### src/rtl/mem_wb_pipe_stage.sv
// mem_wb_pipe_stage
// Registered pipeline-stage boundary with a valid/ready handshake and a
// two-entry skid buffer. Every output is driven straight from a flop:
// out_* from the main register, and in_ready/occupancy from the state flops.
// A synchronous flush turns the stage back into bubbles. The control field
// of any empty slot is held at BUBBLE_CTRL.

module mem_wb_pipe_stage #(
    parameter int                 CTRL_W      = 6,
    parameter int                 DATA_W      = 32,
    parameter int                 NDATA       = 3,
    parameter logic [CTRL_W-1:0]  BUBBLE_CTRL = {CTRL_W{1'b0}}
) (
    input  logic                      clk,
    input  logic                      rst,
    input  logic                      flush,
    input  logic                      in_valid,
    output logic                      in_ready,
    input  logic [CTRL_W-1:0]         in_ctrl,
    input  logic [NDATA*DATA_W-1:0]   in_data,
    output logic                      out_valid,
    input  logic                      out_ready,
    output logic [CTRL_W-1:0]         out_ctrl,
    output logic [NDATA*DATA_W-1:0]   out_data,
    output logic [1:0]                occupancy
);

    localparam int LANES_W = NDATA * DATA_W;

    // State encoding is chosen so that bit 0 is main_valid and bit 1 is
    // skid_valid. The handshake outputs are then plain flop bits, and no
    // decode logic sits between out_ready/flush and in_ready.
    typedef enum logic [1:0] {
        ST_EMPTY = 2'b00,
        ST_ONE   = 2'b01,
        ST_TWO   = 2'b11
    } state_t;

    state_t               state_q;
    state_t               state_d;

    logic [CTRL_W-1:0]    main_ctrl_q;
    logic [CTRL_W-1:0]    main_ctrl_d;
    logic [LANES_W-1:0]   main_data_q;
    logic [LANES_W-1:0]   main_data_d;

    logic [CTRL_W-1:0]    skid_ctrl_q;
    logic [CTRL_W-1:0]    skid_ctrl_d;
    logic [LANES_W-1:0]   skid_data_q;
    logic [LANES_W-1:0]   skid_data_d;

    logic                 main_valid;
    logic                 skid_valid;
    logic                 accept;
    logic                 pop;

    assign main_valid = state_q[0];
    assign skid_valid = state_q[1];

    // The skid slot is the only thing that can refuse a beat.
    assign in_ready  = ~skid_valid;
    assign out_valid = main_valid;
    assign out_ctrl  = main_ctrl_q;
    assign out_data  = main_data_q;
    assign occupancy = {1'b0, main_valid} + {1'b0, skid_valid};

    assign accept = in_valid & in_ready & ~flush;
    assign pop    = main_valid & out_ready;

    // Next-state and datapath selection. Any slot that goes empty gets its
    // control field scrubbed to BUBBLE_CTRL. Data lanes keep their old
    // contents because only the control field matters downstream.
    always_comb begin
        state_d     = state_q;
        main_ctrl_d = main_ctrl_q;
        main_data_d = main_data_q;
        skid_ctrl_d = skid_ctrl_q;
        skid_data_d = skid_data_q;

        if (flush) begin
            // A pop in this cycle still counts as consumed. An offered beat is dropped.
            state_d     = ST_EMPTY;
            main_ctrl_d = BUBBLE_CTRL;
            skid_ctrl_d = BUBBLE_CTRL;
        end else begin
            case (state_q)
                ST_EMPTY: begin
                    if (accept) begin
                        state_d     = ST_ONE;
                        main_ctrl_d = in_ctrl;
                        main_data_d = in_data;
                    end
                end
                ST_ONE: begin
                    if (accept && pop) begin
                        main_ctrl_d = in_ctrl;
                        main_data_d = in_data;
                    end else if (accept) begin
                        // Downstream stalled: park the newcomer behind main.
                        state_d     = ST_TWO;
                        skid_ctrl_d = in_ctrl;
                        skid_data_d = in_data;
                    end else if (pop) begin
                        state_d     = ST_EMPTY;
                        main_ctrl_d = BUBBLE_CTRL;
                    end
                end
                ST_TWO: begin
                    // in_ready is low here, so the only event is a pop.
                    if (pop) begin
                        state_d     = ST_ONE;
                        main_ctrl_d = skid_ctrl_q;
                        main_data_d = skid_data_q;
                        skid_ctrl_d = BUBBLE_CTRL;
                    end
                end
                default: begin
                    state_d     = ST_EMPTY;
                    main_ctrl_d = BUBBLE_CTRL;
                    skid_ctrl_d = BUBBLE_CTRL;
                end
            endcase
        end
    end

    // State and storage registers. Reset discards every held beat at once.
    always_ff @(posedge clk or posedge rst) begin
        if (rst) begin
            state_q     <= ST_EMPTY;
            main_ctrl_q <= BUBBLE_CTRL;
            main_data_q <= '0;
            skid_ctrl_q <= BUBBLE_CTRL;
            skid_data_q <= '0;
        end else begin
            state_q     <= state_d;
            main_ctrl_q <= main_ctrl_d;
            main_data_q <= main_data_d;
            skid_ctrl_q <= skid_ctrl_d;
            skid_data_q <= skid_data_d;
        end
    end

endmodule

### config.mk
export PLATFORM = sky130hd
export DESIGN_NAME = mem_wb_pipe_stage
export DESIGN_NICKNAME = d
export VERILOG_FILES = /design/src/rtl/mem_wb_pipe_stage.sv
export SDC_FILE = /design/constraint.sdc
export NUM_CORES = 1
export LEC_CHECK = 0
export BUFFER_PORTS_ARGS = -buffer_cell sky130_fd_sc_hd__buf_2
export CAP_MARGIN = 20
export CORE_MARGIN = 8
export CORE_UTILIZATION = 58
export CTS_CLUSTER_DIAMETER = 30
export DETAILED_ROUTE_END_ITERATION = 10
export PLACE_DENSITY = 0.85
export SLEW_MARGIN = 25
export SYNTH_ARGS = -nofsm -noshare
export SYNTH_HDL_FRONTEND = slang
export SYNTH_SLANG_ARGS = --single-unit
### constraint.sdc
create_clock -name clk -period 12.5 [get_ports clk]
set_clock_uncertainty 0.1 [all_clocks]
set_input_delay 1.875 -clock clk [delete_from_list [all_inputs] [get_ports clk]]
set_output_delay 1.875 -clock clk [all_outputs]
set_load 0.005 [all_outputs]
==> results of run 1 <==
==> cell usage after synthesis, types with 2 or more instances <==
library cell	instances
and2_1	2
mux2i_1	8
a22o_1	12
nand2b_1	4
mux2_2	248
buf_2	11
buf_4	5
ha_1	4
nand2_1	8
o21ai_0	2
dfrtp_1	206
mux2_1	40
inv_1	9
clkbuf_1	17
a21oi_1	4
==> registers in the layout, indices dropped and copies added, names as in the netlist <==
name and count:
skid_data_q 96, state_q 2, out_ctrl 6, skid_ctrl_q 6
out_data 96
==> layer usage <==
layer  vias to the layer above  global-route usage, %
met3                        45                  6.583
met1                      2926                  25.05
li1                       2603                      -
met2                       211                  36.25
met4                         2                  8.371
met5                         -                      0
==> cell usage in the layout, fill, tap and decap left out <==
master      count
xnor2_1         1
diode_2         2
nand2b_1        3
buf_4           4
nor4_4          1
dfrtp_1       206
mux2_1         40
nor2b_1         1
o21bai_1        1
inv_1           8
clkinv_4        4
o21ai_0         2
buf_6           1
clkinv_2        5
a21boi_1        1
a22o_1         12
clkbuf_16      41
nor4b_2         1
clkinvlp_4      2
a221oi_1        1
ha_1            3
and2_1          2
a211o_1         1
a21oi_1         4
clkbuf_8        7
nand2_1         8
nand2b_4        1
inv_8           1
bufinv_16       7
mux2_2        248
mux2i_1         8
nand4bb_1       1
o32a_1          1
ha_4            1
clkbuf_1        2
buf_2         212
==> worst max-delay path, cell delays in order (launching register included) <==
cell	delay, ns
dfrtp_1	0.53
ha_4	0.63
buf_2	0.23
==> cells by family after synthesis <==
family | after synthesis
flip-flops | 206
AO/OA/AOI/OAI | 23
multiplexers | 296
buffers and inverters | 43
XOR/XNOR | 1
adder cells (fa/ha/maj) | 4
AND/OR/NAND/NOR | 18
==> area by class of cell <==
cell class	count	area share, %
Antenna cell	2	0.04294
Clock buffer	50	9.694
Clock inverter	18	2.448
Inverter	9	0.3543
Multi-Input combinational cell	342	31.76
Sequential cell	206	44.23
Tap cell	188	2.018
Timing Repair Buffer	217	9.458
==> report_power, final <==
group	leakage [nW]	internal (mW)	switching [mW]	total, mW
combinational	2.23	0.443	0.317	0.760
sequential	2.48	0.997	0.177	1.17
clock	0.693	0.778	0.332	1.11
total	5.40	2.22	0.826	3.04
==> worst max-delay path by stage <==
stage | slack, ns | to | start
4_1_cts | 8.60 | occupancy[1] | state_q[0]
5_1_grt | 8.53 | occupancy[1] | state_q[0]
6_report | 8.62 | occupancy[1] | state_q[0]
3_3_place_gp | 8.32 | skid_data_q[78] | flush
2_1_floorplan | 4.90 | out_ctrl[0] | rst
3_5_place_dp | 8.19 | skid_data_q[94] | flush
==> flow_metrics.py, run 1 <==
metrics = {
    "routing": {
        "viasPerCell": 5.608,
        "met2_length_um": 10680,
        "wl_met3_um": 1521,
        "routed.top_layer": "met5",
        "vias": 5787,
        "wl_um": 21240,
        "wl_met1_um": 8495,
        "drc": 0,
        "routedWlPerCell_um": 20.58,
        "drt_iter0_drc": 301,
        "drtPass1Iterations": 4,
        "ant_nets": 0,
    },
    "clocking": {
        "clock_sink_count": 206,
        "cts_made_buffers": 39,
        "cts_hold_buf": 0,
        "clk_latency_ns": 0.49,
        "cts_setup_buffers": 0,
        "cts_tree": "built",
        "cts_max_level": 2,
        "clkTransAtPathRegs_ns": 0.05,
        "cts_resized": 0,
        "clockBufferDepth": 3,
        "cts-root-buf": "clkbuf_16",
    },
    "sta": {
        "final-hold-violation-count": 0,
        "max_slew_margin_pct": 44.50,
        "tns_ns": 0,
        "rsz0062_at_grt": "no",
        "holdWs_ns": 0.3775,
        "setup_viol": 0,
        "period_needed_ns": 3.878,
        "drv_slew": 0,
        "fin_crit_sh_pct": 31.02,
        "tightest_slew_ns": 0.8325,
        "setup_slack_ns": 8.622,
        "fmax_mhz": 257.9,
    },
    "floorplan": {
        "die_h_um": 140.7,
        "io_pins": 213,
        "die_area_um2": 19800,
        "std_cell_rows": 45,
        "core_um2": 15200,
        "die_w_um": 140.7,
        "start_util_pct": 59.36,
    },
    "yosys": {
        "ys_ff_latch": 206,
        "yosysTopAreaCellShare_pct": 57.13,
        "yosysSeqAreaShare_pct": 57.13,
        "synthTopCellsByArea": "dfrtp_1, mux2_2, mux2_1",
        "yosys_warnings": 0,
        "synth_edf_count": 0,
        "synth_top_family_by_area": "multiplexers",
        "synth-compound-area-share_pct": 1.969,
        "synth_fa_ha_area_share_pct": 0.5546,
        "synthArstFlopShare_pct": 100.0,
        "synth_xor_area_share_pct": 0.09706,
        "synthCells": 591,
        "synth_area_leader_cell": "dfrtp_1",
        "yosys.area_share.simple_pct": 1.276,
        "synth_flop_cell": "dfrtp_1",
        "syn-cell-area_um2": 9024,
        "syn_nets": 702,
        "synthMuxAreaShare_pct": 36.83,
        "synth_cell_types": 26,
        "syn_avg_cell_area_um2": 15.27,
    },
    "global_route": {
        "grt_pass1_wl_um": 34330,
        "grtUsageTotal_pct": 21.41,
        "grt_max_degree": 121,
        "antenna_found_initial": 2,
        "grt-ovfl-total": 0,
        "grt_pass1_vias": 6716,
    },
    "layout": {
        "multi_input_area_um2": 3701,
        "drive_gt1_share_pct": 63.66,
        "stdcell_count": 1032,
        "area.sequential_um2": 5155,
        "fill_cells": 875,
        "fin_nets": 926,
        "area_growth_syn_to_layout_pct": 29.16,
        "final_util_pct": 76.67,
        "finish.instance_area_um2": 11650,
    },
    "power_and_ir_drop": {
        "p_leak_nw": 5.405,
        "peakVddDrop_mv": 0.1615,
        "p_per_area_nw_per_um2": 261.2,
        "power.total_mw": 3.044,
    },
    "critical_path": {
        "critPathKind": "register to primary output",
        "critPathLaunchType": "register",
        "worstReg2RegEnd": "skid_ctrl_q[1]",
        "timing.rr.start": "state_q[0]",
        "critPathArrivalTime_ns": 1.90,
        "cp-end-kind": "primary output",
        "crit_required_ns": 10.52,
        "worst-r2r-setup-slack_ns": 9.17,
        "worst-path-max-fanout": 46,
        "reg2regPathDepth": 5,
    },
    "placement": {
        "gp_congestion": 0.8038,
        "dpl.hpwl_um": 13920,
        "place_inst": 962,
        "pre_cts_ws_ns": 8.186,
        "portBuffers": 212,
        "place_area_um2": 10220,
    },
    "hold_path": {
        "min_to": "out_data[2]",
        "hold_path.startpoint": "out_data[2]",
        "holdCritPathClass": "register to register",
        "hold_depth": 1,
    },
    "status": {
        "outcome": "completed",
    },
    "job": {
        "cap_viol_max_count": 0,
    },
}
Power figures use the tool's default switching activity.
==> run 2, diff against run 1 <==
--- a/config.mk
+++ b/config.mk
@@ -5,13 +5,14 @@
 export SDC_FILE = /design/constraint.sdc
 export NUM_CORES = 1
 export LEC_CHECK = 0
+export ABC_AREA = 1
 export BUFFER_PORTS_ARGS = -buffer_cell sky130_fd_sc_hd__buf_2
 export CAP_MARGIN = 20
 export CORE_MARGIN = 8
-export CORE_UTILIZATION = 58
+export CORE_UTILIZATION = 49
 export CTS_CLUSTER_DIAMETER = 30
 export DETAILED_ROUTE_END_ITERATION = 10
-export PLACE_DENSITY = 0.85
+export PLACE_DENSITY = 0.76
 export SLEW_MARGIN = 25
 export SYNTH_ARGS = -nofsm -noshare
 export SYNTH_HDL_FRONTEND = slang
==> constraint.sdc (replaced) <==
create_clock -name clk -period 3.4 [get_ports clk]
set_clock_uncertainty 0.1 [all_clocks]
set_input_delay 0.51 -clock clk [delete_from_list [all_inputs] [get_ports clk]]
set_output_delay 0.51 -clock clk [all_outputs]
set_load 0.005 [all_outputs]
==> flow_metrics.py, run 2 <==
metrics = {
    "status": {
        "outcome": "completed",
    },
    "sta": {
        "holdWs_ns": 0.05968,
        "fin_crit_sh_pct": 75.87,
        "setup_viol": 0,
        "fmax_mhz": 387.6,
        "max_slew_margin_pct": 50.94,
        "tightest_slew_ns": 0.7359,
        "setup_slack_ns": 0.8203,
        "tns_ns": 0,
        "drv_slew": 0,
        "period_needed_ns": 2.580,
        "rsz0062_at_grt": "no",
        "final-hold-violation-count": 0,
    },
    "clocking": {
        "clkTransAtPathRegs_ns": 0.05,
        "clockBufferDepth": 3,
        "cts_resized": 0,
        "cts_setup_buffers": 0,
        "cts_made_buffers": 43,
        "clk_latency_ns": 0.50,
        "cts_max_level": 2,
        "cts_tree": "built",
        "cts-root-buf": "clkbuf_16",
        "cts_hold_buf": 0,
        "clock_sink_count": 206,
    },
    "floorplan": {
        "io_pins": 213,
        "core_um2": 19270,
        "die_area_um2": 24200,
        "die_h_um": 155.6,
        "start_util_pct": 49.53,
        "die_w_um": 155.6,
        "std_cell_rows": 51,
    },
    "yosys": {
        "synth.most_common_cell": "nand2_1",
        "synth_flop_cell": "dfrtp_1",
        "ys_top_cells_by_count": "nand2_1, dfrtp_1, o21ai_2",
        "yosys_warnings": 0,
        "synthArstFlopShare_pct": 100.0,
        "yosysTopAreaCellShare_pct": 54.01,
        "synthTopCellsByArea": "dfrtp_1, nand2_1, o21ai_2",
        "ys_ff_latch": 206,
        "syn_nets": 1141,
        "yosysSeqAreaShare_pct": 54.01,
        "syn-cell-area_um2": 9544,
        "synth_cell_types": 25,
        "synth_area_leader_cell": "dfrtp_1",
        "synthCells": 1030,
        "syn_avg_cell_area_um2": 9.266,
        "synth_edf_count": 0,
    },
    "global_route": {
        "grt_pass1_vias": 7812,
        "grt_pass1_wl_um": 38770,
        "grtUsageTotal_pct": 19.33,
        "antenna_found_initial": 2,
        "grt-ovfl-total": 0,
        "grt_max_degree": 131,
    },
    "placement": {
        "place_inst": 1457,
        "portBuffers": 212,
        "gp_congestion": 0.8497,
        "dpl.hpwl_um": 15060,
        "pre_cts_ws_ns": 0.8404,
    },
    "critical_path": {
        "critPathArrivalTime_ns": 2.91,
        "cp-end-kind": "register",
        "worst-r2r-setup-slack_ns": 0.82,
        "critPathLaunchType": "register",
        "crit_required_ns": 3.73,
        "reg2regPathDepth": 9,
        "worst-path-max-fanout": 56,
        "critPathKind": "register to register",
    },
    "power_and_ir_drop": {
        "peakVddDrop_mv": 0.5583,
        "p_per_area_nw_per_um2": 946.7,
        "p_leak_nw": 6.433,
    },
    "routing": {
        "vias": 7754,
        "ant_nets": 0,
        "drt_iter0_drc": 462,
        "viasPerCell": 5.048,
        "drtPass1Iterations": 4,
        "wl_um": 23280,
        "routedWlPerCell_um": 15.16,
        "drc": 0,
    },
    "layout": {
        "diodes": 0,
        "fin_nets": 1348,
        "final_common_cell": "nand2_1",
        "fill_cells": 1581,
        "area_growth_syn_to_layout_pct": 27.96,
        "final_cell_mix": "nand2_1, buf_2, dfrtp_1",
        "stdcell_count": 1536,
        "final_util_pct": 63.37,
        "drive_gt1_share_pct": 31.79,
    },
    "job": {
        "cap_viol_max_count": 0,
    },
    "hold_path": {
        "holdCritPathClass": "input port to asynchronous set/reset pin",
    },
}
==> run 2: cell types whose count changed after synthesis, sizes merged, moves of 36 or more <==
cell   delta
nand2   +343
mux2i    +36
o21ai   +206
nand3    +56
inv      +63
mux2    -288
==> run 2: layout make-up <==
type / instances / area (um^2) / area share, %
Clock buffer: 57 / 1221 / 9.999
Clock inverter: 22 / 317.8 / 2.602
Inverter: 73 / 282.8 / 2.315
Multi-Input combinational cell: 685 / 3636 / 29.77
Sequential cell: 206 / 5155 / 42.21
Tap cell: 265 / 331.6 / 2.715
Timing Repair Buffer: 228 / 1269 / 10.39
==> run 2: metrics by stage <==
step / power (mW) / cell area, um^2
6_report: 11.56 / 12210
5_1_grt: 12.33 / 12210
4_1_cts: 11.70 / 12210
3_5_place_dp: 7.231 / 10670
3_3_place_gp: 7.087 / 10670
2_1_floorplan: 6.161 / 9548
==> run 2: worst max-delay path, cell delays in order (launching register included) <==
cell and delay, ns:
dfrtp_1 0.43, inv_2 0.14, ha_1 0.41, inv_1 0.21
a21oi_2 0.23, nor2_2 0.10, nand2_8 0.36, buf_4 0.33
nand2_1 0.10, o21ai_2 0.07
==> run 2: routing by layer <==
layer / track usage, % / wire length (um) / share of wire (%) / vias up
met5: 0 / 23 / 0.099 / -
met4: 6.701 / 493 / 2.1 / 4
met3: 5.208 / 1860 / 8.0 / 45
met2: 30.38 / 10970 / 47 / 258
met1: 25.39 / 9940 / 43 / 3679
li1: - / - / - / 3768
==> run 2: kinds of logic (layout without fill, tap and decap cells) <==
family / Yosys count / in the layout / synth area share (%)
AO/OA/AOI/OAI: 211 / 211 / 14.51
adder cells (fa/ha/maj): 4 / 4 / 0.5244
buffers and inverters: 139 / 380 / 8.220
AND/OR/NAND/NOR: 426 / 426 / 18.12
multiplexers: 44 / 44 / 4.615
flip-flops: 206 / 206 / 54.01
==> run 2: final timing paths <==
| check | endpoint | from |
|---|---|---|
| setup / recovery | out_data[20] | state_q[1] |
| min in group clk | skid_data_q[82] | in_data[82] |
| hold / removal | skid_data_q[36] | rst |
| hold reg to reg | skid_data_q[55] | skid_data_q[55] |
| setup reg to reg | out_data[20] | state_q[1] |
| max in group asynchronous | skid_data_q[84] | rst |
==> run 2: where the power goes <==
part | leakage [nW] | internal [mW] | switching, mW
combinational | 3.08 | 1.28 | 1.75
clock | 0.755 | 3.11 | 1.27
sequential | 2.59 | 3.56 | 0.600
total | 6.43 | 7.94 | 3.62
